<file path="src/rtl/definitions.svh">
// definitions.svh
// Shared encodings for the audio streaming path: bit-depth and sample-rate
// codes, the stream sync byte, and the bit positions of the fields in the
// packet cfg byte. Include-guarded so several files can pull it in.

`ifndef DEFINITIONS_SVH
`define DEFINITIONS_SVH

// Bit-depth encodings (2 bits)
`define BIT_DEPTH_16        2'd0
`define BIT_DEPTH_24        2'd1
`define BIT_DEPTH_32        2'd2
`define BIT_DEPTH_DOP       2'd3

// Sample-rate encodings (3 bits)
`define SAMPLE_RATE_44K1    3'd0
`define SAMPLE_RATE_48K     3'd1
`define SAMPLE_RATE_88K2    3'd2
`define SAMPLE_RATE_96K     3'd3
`define SAMPLE_RATE_176K4   3'd4
`define SAMPLE_RATE_192K    3'd5
`define SAMPLE_RATE_352K8   3'd6
`define SAMPLE_RATE_384K    3'd7

// Stream packet framing
`define STREAM_SYNC_BYTE    8'hA5

// cfg byte layout: {sample_rate[7:5], bit_depth[4:3], reserved[2:0]}
`define CFG_RATE_MSB        7
`define CFG_RATE_LSB        5
`define CFG_DEPTH_MSB       4
`define CFG_DEPTH_LSB       3

`endif

</file>
<file path="src/rtl/audio_stream_framer_pkg.sv">
// audio_stream_framer_pkg
// Widths and a helper that maps a bit-depth code to the number of payload
// bytes making up one stereo frame.

`include "definitions.svh"

package audio_stream_framer_pkg;

  localparam int LEN_W       = 16;  // packet length field width
  localparam int FRAME_CNT_W = 4;   // holds frame sizes up to 8

  // Stereo frame size in bytes: two samples of 2, 3 or 4 bytes.
  // DoP travels in 24-bit containers, so it shares the 24-bit size.
  function automatic logic [FRAME_CNT_W-1:0] frame_bytes(input logic [1:0] depth);
    logic [FRAME_CNT_W-1:0] size;
    case (depth)
      `BIT_DEPTH_16: size = 4'd4;
      `BIT_DEPTH_32: size = 4'd8;
      default:       size = 4'd6;
    endcase
    return size;
  endfunction

endpackage

</file>
<file path="src/rtl/audio_stream_framer.sv">
// audio_stream_framer
// Parses the byte stream from the FT2232H FIFO side into packets
// (0xA5, cfg, LEN_HI, LEN_LO, LEN payload bytes) and forwards the payload
// to the tx_i2s output FIFO. A new packet's configuration is only applied
// once the (synchronized) output streaming flag is low, so the rate/depth
// never change under a running I2S stream.
//
// Ports:
//   clk_i, reset_i                 clock / asynchronous active-high reset
//   in_data_i, in_valid_i,
//   in_ready_o                     input byte stream (valid/ready handshake)
//   wr_output_FIFO_en_o/_data_o    write port of the tx_i2s output FIFO
//   wr_output_FIFO_afull_i         output FIFO almost full (stalls payload)
//   output_streaming_i             tx_i2s streaming flag (other clock domain)
//   sample_rate_o, bit_depth_o     config latched for the current packet
//   frame_err_o                    sticky: payload ended mid-frame
//   busy_o                         high whenever not hunting for sync
//
// Optional feature macro STREAM_STATS_EN adds stat_bytes_o (32-bit, wraps),
// stat_packets_o (16-bit) and stat_frame_errs_o (8-bit, saturating).

`include "definitions.svh"

module audio_stream_framer
  import audio_stream_framer_pkg::*;
(
  input  logic       clk_i,
  input  logic       reset_i,
  input  logic [7:0] in_data_i,
  input  logic       in_valid_i,
  output logic       in_ready_o,
  output logic       wr_output_FIFO_en_o,
  output logic [7:0] wr_output_FIFO_data_o,
  input  logic       wr_output_FIFO_afull_i,
  input  logic       output_streaming_i,
  output logic [2:0] sample_rate_o,
  output logic [1:0] bit_depth_o,
  output logic       frame_err_o,
  output logic       busy_o
`ifdef STREAM_STATS_EN
  ,
  output logic [31:0] stat_bytes_o,
  output logic [15:0] stat_packets_o,
  output logic [7:0]  stat_frame_errs_o
`endif
);

  typedef enum logic [2:0] {
    ST_SYNC,
    ST_CFG,
    ST_LEN_HI,
    ST_LEN_LO,
    ST_WAIT_IDLE,
    ST_PAYLOAD
  } state_t;

  state_t                 state_reg;
  logic                   streaming_meta_reg;
  logic                   streaming_sync_reg;
  logic [2:0]             pend_rate_reg;
  logic [1:0]             pend_depth_reg;
  logic [7:0]             len_hi_reg;
  logic [LEN_W-1:0]       remaining_reg;
  logic [FRAME_CNT_W-1:0] frame_cnt_reg;
  logic [FRAME_CNT_W-1:0] frame_size_reg;
  logic [2:0]             sample_rate_reg;
  logic [1:0]             bit_depth_reg;
  logic                   frame_err_reg;
  logic                   wr_en_reg;
  logic [7:0]             wr_data_reg;

  logic                   accept;
  logic                   payload_accept;
  logic                   last_byte;
  logic [FRAME_CNT_W-1:0] frame_cnt_inc;
  logic [FRAME_CNT_W-1:0] frame_cnt_next;
  logic                   short_frame;

  // Ready is a pure decode of the state so the upstream handshake sees
  // afull in the same cycle; WAIT_IDLE holds the stream while config waits.
  always_comb begin
    in_ready_o = 1'b1;
    case (state_reg)
      ST_WAIT_IDLE: in_ready_o = 1'b0;
      ST_PAYLOAD:   in_ready_o = ~wr_output_FIFO_afull_i;
      default:      in_ready_o = 1'b1;
    endcase
  end

  assign accept         = in_valid_i & in_ready_o;
  assign payload_accept = accept & (state_reg == ST_PAYLOAD);
  assign last_byte      = (remaining_reg == 16'd1);
  assign frame_cnt_inc  = frame_cnt_reg + 4'd1;
  assign frame_cnt_next = (frame_cnt_inc == frame_size_reg) ? '0 : frame_cnt_inc;
  assign short_frame    = (frame_cnt_next != '0);

  assign busy_o                = (state_reg != ST_SYNC);
  assign wr_output_FIFO_en_o   = wr_en_reg;
  assign wr_output_FIFO_data_o = wr_data_reg;
  assign sample_rate_o         = sample_rate_reg;
  assign bit_depth_o           = bit_depth_reg;
  assign frame_err_o           = frame_err_reg;

  // Two-flop synchronizer for the streaming flag from the I2S domain.
  always_ff @(posedge clk_i or posedge reset_i) begin
    if (reset_i) begin
      streaming_meta_reg <= 1'b0;
      streaming_sync_reg <= 1'b0;
    end else begin
      streaming_meta_reg <= output_streaming_i;
      streaming_sync_reg <= streaming_meta_reg;
    end
  end

  always_ff @(posedge clk_i or posedge reset_i) begin
    if (reset_i) begin
      state_reg       <= ST_SYNC;
      pend_rate_reg   <= 3'd0;
      pend_depth_reg  <= `BIT_DEPTH_16;
      len_hi_reg      <= 8'd0;
      remaining_reg   <= '0;
      frame_cnt_reg   <= '0;
      frame_size_reg  <= '0;
      sample_rate_reg <= 3'd0;
      bit_depth_reg   <= `BIT_DEPTH_16;
      frame_err_reg   <= 1'b0;
      wr_en_reg       <= 1'b0;
      wr_data_reg     <= 8'd0;
    end else begin
      wr_en_reg <= 1'b0;
      case (state_reg)
        ST_SYNC: begin
          if (accept && in_data_i == `STREAM_SYNC_BYTE) state_reg <= ST_CFG;
        end
        ST_CFG: begin
          if (accept) begin
            // Reserved bits [2:0] are simply not stored.
            pend_rate_reg  <= in_data_i[`CFG_RATE_MSB:`CFG_RATE_LSB];
            pend_depth_reg <= in_data_i[`CFG_DEPTH_MSB:`CFG_DEPTH_LSB];
            state_reg      <= ST_LEN_HI;
          end
        end
        ST_LEN_HI: begin
          if (accept) begin
            len_hi_reg <= in_data_i;
            state_reg  <= ST_LEN_LO;
          end
        end
        ST_LEN_LO: begin
          if (accept) begin
            if ({len_hi_reg, in_data_i} == 16'd0) begin
              state_reg <= ST_SYNC;  // empty packet: nothing is applied
            end else begin
              remaining_reg <= {len_hi_reg, in_data_i};
              state_reg     <= ST_WAIT_IDLE;
            end
          end
        end
        ST_WAIT_IDLE: begin
          if (!streaming_sync_reg) begin
            sample_rate_reg <= pend_rate_reg;
            bit_depth_reg   <= pend_depth_reg;
            frame_err_reg   <= 1'b0;
            frame_cnt_reg   <= '0;
            frame_size_reg  <= frame_bytes(pend_depth_reg);
            state_reg       <= ST_PAYLOAD;
          end
        end
        ST_PAYLOAD: begin
          if (payload_accept) begin
            wr_en_reg     <= 1'b1;
            wr_data_reg   <= in_data_i;
            remaining_reg <= remaining_reg - 16'd1;
            frame_cnt_reg <= frame_cnt_next;
            if (last_byte) begin
              state_reg <= ST_SYNC;
              if (short_frame) frame_err_reg <= 1'b1;
            end
          end
        end
        default: state_reg <= ST_SYNC;
      endcase
    end
  end

`ifdef STREAM_STATS_EN
  always_ff @(posedge clk_i or posedge reset_i) begin
    if (reset_i) begin
      stat_bytes_o      <= 32'd0;
      stat_packets_o    <= 16'd0;
      stat_frame_errs_o <= 8'd0;
    end else if (payload_accept) begin
      stat_bytes_o <= stat_bytes_o + 32'd1;
      if (last_byte) begin
        stat_packets_o <= stat_packets_o + 16'd1;
        if (short_frame && stat_frame_errs_o != 8'hFF)
          stat_frame_errs_o <= stat_frame_errs_o + 8'd1;
      end
    end
  end
`endif

endmodule
</file>
<file path="config.mk">
export PLATFORM = sky130hd
export DESIGN_NAME = audio_stream_framer
export DESIGN_NICKNAME = d
export VERILOG_FILES = /design/src/rtl/audio_stream_framer_pkg.sv /design/src/rtl/audio_stream_framer.sv
export VERILOG_INCLUDE_DIRS = /design/src /design/src/rtl
export SDC_FILE = /design/constraint.sdc
export NUM_CORES = 1
export LEC_CHECK = 0
export CORE_MARGIN = 1
export CORE_UTILIZATION = 30
export CTS_BUF_LIST = sky130_fd_sc_hd__clkbuf_2 sky130_fd_sc_hd__clkbuf_4 sky130_fd_sc_hd__clkbuf_8
export DETAILED_ROUTE_END_ITERATION = 8
export HOLD_SLACK_MARGIN = 0.03
export PLACE_DENSITY = 0.46
export SLEW_MARGIN = 20
export SYNTH_ARGS = -nofsm -noshare
export SYNTH_HDL_FRONTEND = slang
export SYNTH_SLANG_ARGS = --single-unit
export TNS_END_PERCENT = 30
</file>
<file path="constraint.sdc">
create_clock -name clk_i -period 2.1 [get_ports clk_i]
set_input_delay 0.42 -clock clk_i [delete_from_list [all_inputs] [get_ports clk_i]]
set_output_delay 0.42 -clock clk_i [all_outputs]
set_load 0.02 [all_outputs]
</file>
# == Word level (Yosys, flattened, before mapping) ==
# Cells that the tools add are included.
# totals
inputBits,13
word_cells,80
regBits,57
# op_classes
bitwise,4
n_eq_ne,18
muxes,26
reduce_logical,16
n_addsub,2
# ops
op,n
2-to-1 mux 16 bit,3
case mux 16 bit (2 select lines),1
2-to-1 mux 3 bit,8
!= test 2 bit (second input constant),9
case mux 3 bit (6 select lines),1
equality test 16 x 1 -> 1 bit (second input constant),1
zero test 16 bit,1
case mux 4 bit (2 select lines),2
subtractor 16 x 1 -> 16 bit (second input constant),1
2-to-1 mux 4 bit,3
equality test 8 bit (second input constant),1
AND reduction 2 bit,4
AND reduction 7 bit,1
equality test 3 x 2 -> 1 bit (second input constant),2
equality test 3 bit (second input constant),2
2-to-1 mux 1 bit,6
AND reduction 5 bit,1
adder 4 x 1 -> 4 bit (second input constant),1
equality test 4 bit,1
case mux 1 bit (2 select lines),2
AND reduction 4 bit,1
nonzero test 2 bit,2
nonzero test 4 bit,1
equality test 3 x 1 -> 1 bit (second input constant),1
8 further kinds,10

# == Longest topological paths before layout ==
# logic_depth
word_depth,8
depth_mapped,8
depth_no_buf,7

# == Worst setup path after synthesis ==
# Ideal clock, no wire load.
# synth_path
path_type,flip-flop to flip-flop
startpoint,reg remaining_reg[10]
endpoint,reg state_reg[0]
period_less_slack_ns,2.213
n_path_buf,0
stages_incl_launch_ff,6
t_arrival_ns,2.133
slack_ns,-0.113
cell_sequence,dfrtp_1 -> or3_4 -> or3_4 -> or4b_1 -> a2111o_1 -> o211ai_2
# synth_between
elab_chain_len,3
# synth_lines
item,line_no,text
start: declaration,audio_stream_framer.sv:63,logic [LEN_W-1:0] remaining_reg;
start signal: assignment,audio_stream_framer.sv:154,"remaining_reg <= {len_hi_reg, in_data_i};"
start signal: assignment,audio_stream_framer.sv:173,remaining_reg <= remaining_reg - 16'd1;
equality test 16 x 1 -> 1 bit,audio_stream_framer.sv:92,assign last_byte = (remaining_reg == 16'd1);
!= test 2 bit (no source line),n/a,
AND reduction 7 bit (no source line),n/a,
end signal: assignment,audio_stream_framer.sv:117,state_reg <= ST_SYNC;
end signal: assignment,audio_stream_framer.sv:133,if (accept && in_data_i == `STREAM_SYNC_BYTE) state_reg <= ST_CFG;
end signal: assignment,audio_stream_framer.sv:140,state_reg <= ST_LEN_HI;
end: declaration,audio_stream_framer.sv:57,state_t state_reg;
# No other way between the ends.
# A chain may end at the register's enable or synchronous reset.

# == Worst setup path after layout ==
# layout_path
startpoint,reg remaining_reg[12]
endpoint,reg state_reg[0]
# Same word-level chain as after synthesis.

==> run_results.csv <==
group,metric,value,unit
critical_path,path_cells,"or3_4 -> or3_4 -> or4b_4 -> a2111o_1 -> o211ai_2",
logic_synthesis,yosysMostFrequentCell,"nand2_1",
pwr,pwr-share-clk,13.3,%
floorplan,dieArea,0.009588,mm2
critical_path,arrival,2.41,ns
logic_synthesis,synth_fp_nets,306,
floorplan,dieWidth,97.92,um
floorplan,die_h,97.92,um
flow_run,cap_violations,0,
pwr,ir_drop,526.9,uV
placement,io_buffers,29,
sta,setup_ws,-0.06177,ns
cts,clk_latency,0.31,ns
final_layout,final_nets,378,
cts,cts_htree_levels,2,
floorplan,pin_count,30,
drt,via_count,2364,
critical_path,reg2reg_slack,-0.06,ns
final_layout,antennaDiodeCount,0,
cts,cts_sinks,56,
logic_synthesis,synth_ff_type,"dfrtp_1",
critical_path,worstPathRequired,2.35,ns
pwr,p_per_area,1274,mW/mm2
logic_synthesis,synth_cell_type_count,45,
floorplan,coreArea,0.008806,mm2
grt,gr-usage-all-layers,16.60,%
critical_path,worstSetupStartpointType,"register",
cts,cts_buffer_depth,2,
logic_synthesis,synth-seq-area-share,50.77,%
floorplan,row_count,34,
logic_synthesis,synth_top_area_share,50.77,%
pwr,leakage,1.603,nW
final_layout,syn_to_final_growth,31.64,%
final_layout,postLayoutCellArea,0.003633,mm2
drt,ant_nets,0,
cts,root_buffer,"clkbuf_8",
critical_path,cp_max_fo,2,
logic_synthesis,async_flop_share,100.0,%
sta,relSlewSlack,78.38,%
critical_path,critPathSlowestCell,"or4b_4",
sta,setup_violations,1,
status,failed_checks,"DRC, setup timing",
critical_path,crit_path_frequent_cell,"or3_4",
placement,pre_cts_ws,-0.3355,ns
sta,min_period_over_period,102.9,%
sta,period_needed,2.162,ns
placement,dpl_cell_area,0.003528,mm2
grt,grt_pass1_wl,12.43,mm
logic_synthesis,syn_inst,290,
status,status,"finished with violations",
sta,rsz0062_at_grt,"yes",
grt,grt_pass1_vias,2388,
logic_synthesis,yosysTopAreaCell,"dfrtp_1",
final_layout,largest_reg_flops,16,
drt,drc,3,
grt,grt_overflow,0,
logic_synthesis,yosysWarnings,0,
sta,clock_skew,0.008843,ns
cts,cts_tree,"built",
min_path,hold_path.class,"reg -> reg",
sta,slew_viol_final,0,
pwr,p_sw,0.001747,W
sta,tns,-0.06177,ns
critical_path,max_stage_delay,0.48,ns
cts,clk_pin_slew_worst_paths,0.11,ns
logic_synthesis,synth.avg_cell_area,9.518,um2
pwr,seq_power_share,40.5,%
drt,wire_per_inst,15.37,um
placement,post-dp-hpwl,5.404,mm
sta,hold_violations,0,
critical_path,cp-end-kind,"register",
grt,grt_max_degree,57,
drt,wl,7.238,mm
placement,dpl.cell_count,463,
pwr,p_sw_share,37.73,%
pwr,p_int,0.002883,W
logic_synthesis,synth_area_leaders,"dfrtp_1, nand2_1, mux2_2, o21ai_0, a21oi_1",
placement,gp_congestion,0.8128,
logic_synthesis,ys_ff_latch,56,
pwr,pwr-share-comb,46.2,%
sta,fmax,462.6,MHz
final_layout,stdcell_count,471,
critical_path,crit_type,"reg -> reg",
logic_synthesis,synth.cell_area,0.002760,mm2
grt,antenna_found_initial,0,
sta,worstMarginPinSlew,0.3213,ns
logic_synthesis,synth_edf_count,0,
logic_synthesis,yosys-top-cells-count,"nand2_1, dfrtp_1, nor2_1, o21ai_0, a21oi_1",
final_layout,drive_above_1_share,22.04,%
drt,first_pass_iters,6,
cts,ctsHoldBuffers,0,
drt,vias_per_cell,5.019,
drt,first_iter_violations,171,
cts,post_cts_buffers,0,
floorplan,start_util,31.34,%
cts,cts_buffers,5,
path summary, 6_finish.rpt:
path | startpoint | end | cells after the start
worst max register to register | remaining_reg[12]$_DFFE_PP0P_ | state_reg[0]$_DFFE_PP0P_ | 5
min in group asynchronous | reset_i | frame_cnt_reg[2]$_DFFE_PP0P_ | 3
worst min-delay path | streaming_meta_reg$_DFF_PP0_ | streaming_sync_reg$_DFF_PP0_ | 0
worst min register to register | streaming_meta_reg$_DFF_PP0_ | streaming_sync_reg$_DFF_PP0_ | 0
max in group asynchronous | reset_i | len_hi_reg[2]$_DFFE_PP0P_ | 3
worst max-delay path | remaining_reg[12]$_DFFE_PP0P_ | state_reg[0]$_DFFE_PP0P_ | 5
routing by layer:
layer / vias up / track usage [%] / share of wire (%)
li1: 1179 / - / -
met3: 4 / 2.720 / 4.4
met1: 1139 / 23.16 / 49
met5: - / 0 / 0
met4: 0 / 3.963 / 0.90
met2: 42 / 26.92 / 46
power groups by stage:
stage / clock (W) / combinational (W) / sequential (W)
finish: 0.000616 / 0.00214 / 0.00187
floorplan: 0 / 0.00109 / 0.00199
CTS: 0.000649 / 0.00216 / 0.00188
detailed placement: 0 / 0.00216 / 0.00191
global placement: 0 / 0.00215 / 0.00190
global route: 0.000692 / 0.00237 / 0.00196
cell usage in the layout (no fill, tap or decap), types with 2 or more instances in the layout:
cell type	n
a21oi_1	16
a22oi_1	4
a31oi_1	3
and4_1	2
buf_12	2
buf_4	46
clkbuf_8	5
clkdlybuf4s50_1	27
dfrtp_1	56
dlygate4sd2_1	2
ha_1	3
inv_1	5
inv_2	2
mux2_2	13
nand2_1	59
nand2b_1	3
nand3_1	7
nand4_1	3
nor2_1	17
nor2b_1	4
nor3_1	13
nor4_1	5
o211ai_1	2
o21a_1	3
o21ai_0	16
o21ai_1	11
o2bb2ai_1	3
o32ai_1	3
or3_4	3
xor2_1	2
stage by stage:
step | util [%] | total power (W) | hold WS, ns
3_3_place_gp | 40.07 | 0.004055 | 0.3327
5_1_grt | 41.26 | 0.005020 | 0.3850
3_5_place_dp | 40.07 | 0.004071 | 0.3373
4_1_cts | 41.09 | 0.004689 | 0.3625
6_report | 41.26 | 0.004631 | 0.3589
2_1_floorplan | - | 0.003072 | 0.3312
logic make-up (layout without fill, tap and decap cells):
group	Yosys count	after routing	synth area share [%]
flops	56	56	50.77
compound gates	69	69	15.55
fa+ha+maj	3	3	1.360
xor+xnor	5	5	2.629
mux	13	13	5.304
simple gates	125	125	21.80
buf+inv	19	92	2.584
critical path: cells and delay by family, from the launching register on:
family | cells | cell delay [ns]
AND/OR/NAND/NOR | 3 | 1.25
AO/OA/AOI/OAI | 2 | 0.44
flip-flops | 1 | 0.40
final cells by class:
cell class	instances	area [um2]
Sequential cell	56	1401
Timing Repair Buffer	77	673.1
Clock inverter	2	16.27
Tap cell	108	135.1
Multi-Input combinational cell	215	1305
Fill cell	872	5172
Inverter	7	26.28
Clock buffer	6	76.32
what timing repair did:
item / 4_1_cts / 5_1_grt
pin swaps: 1 / 0
endpoints found under the setup margin: 3 / 7
resized for setup: 2 / 4
gates cloned: 0 / 0
endpoints found under the hold margin: 0 / 0
(Power assumes the default switching activity.)
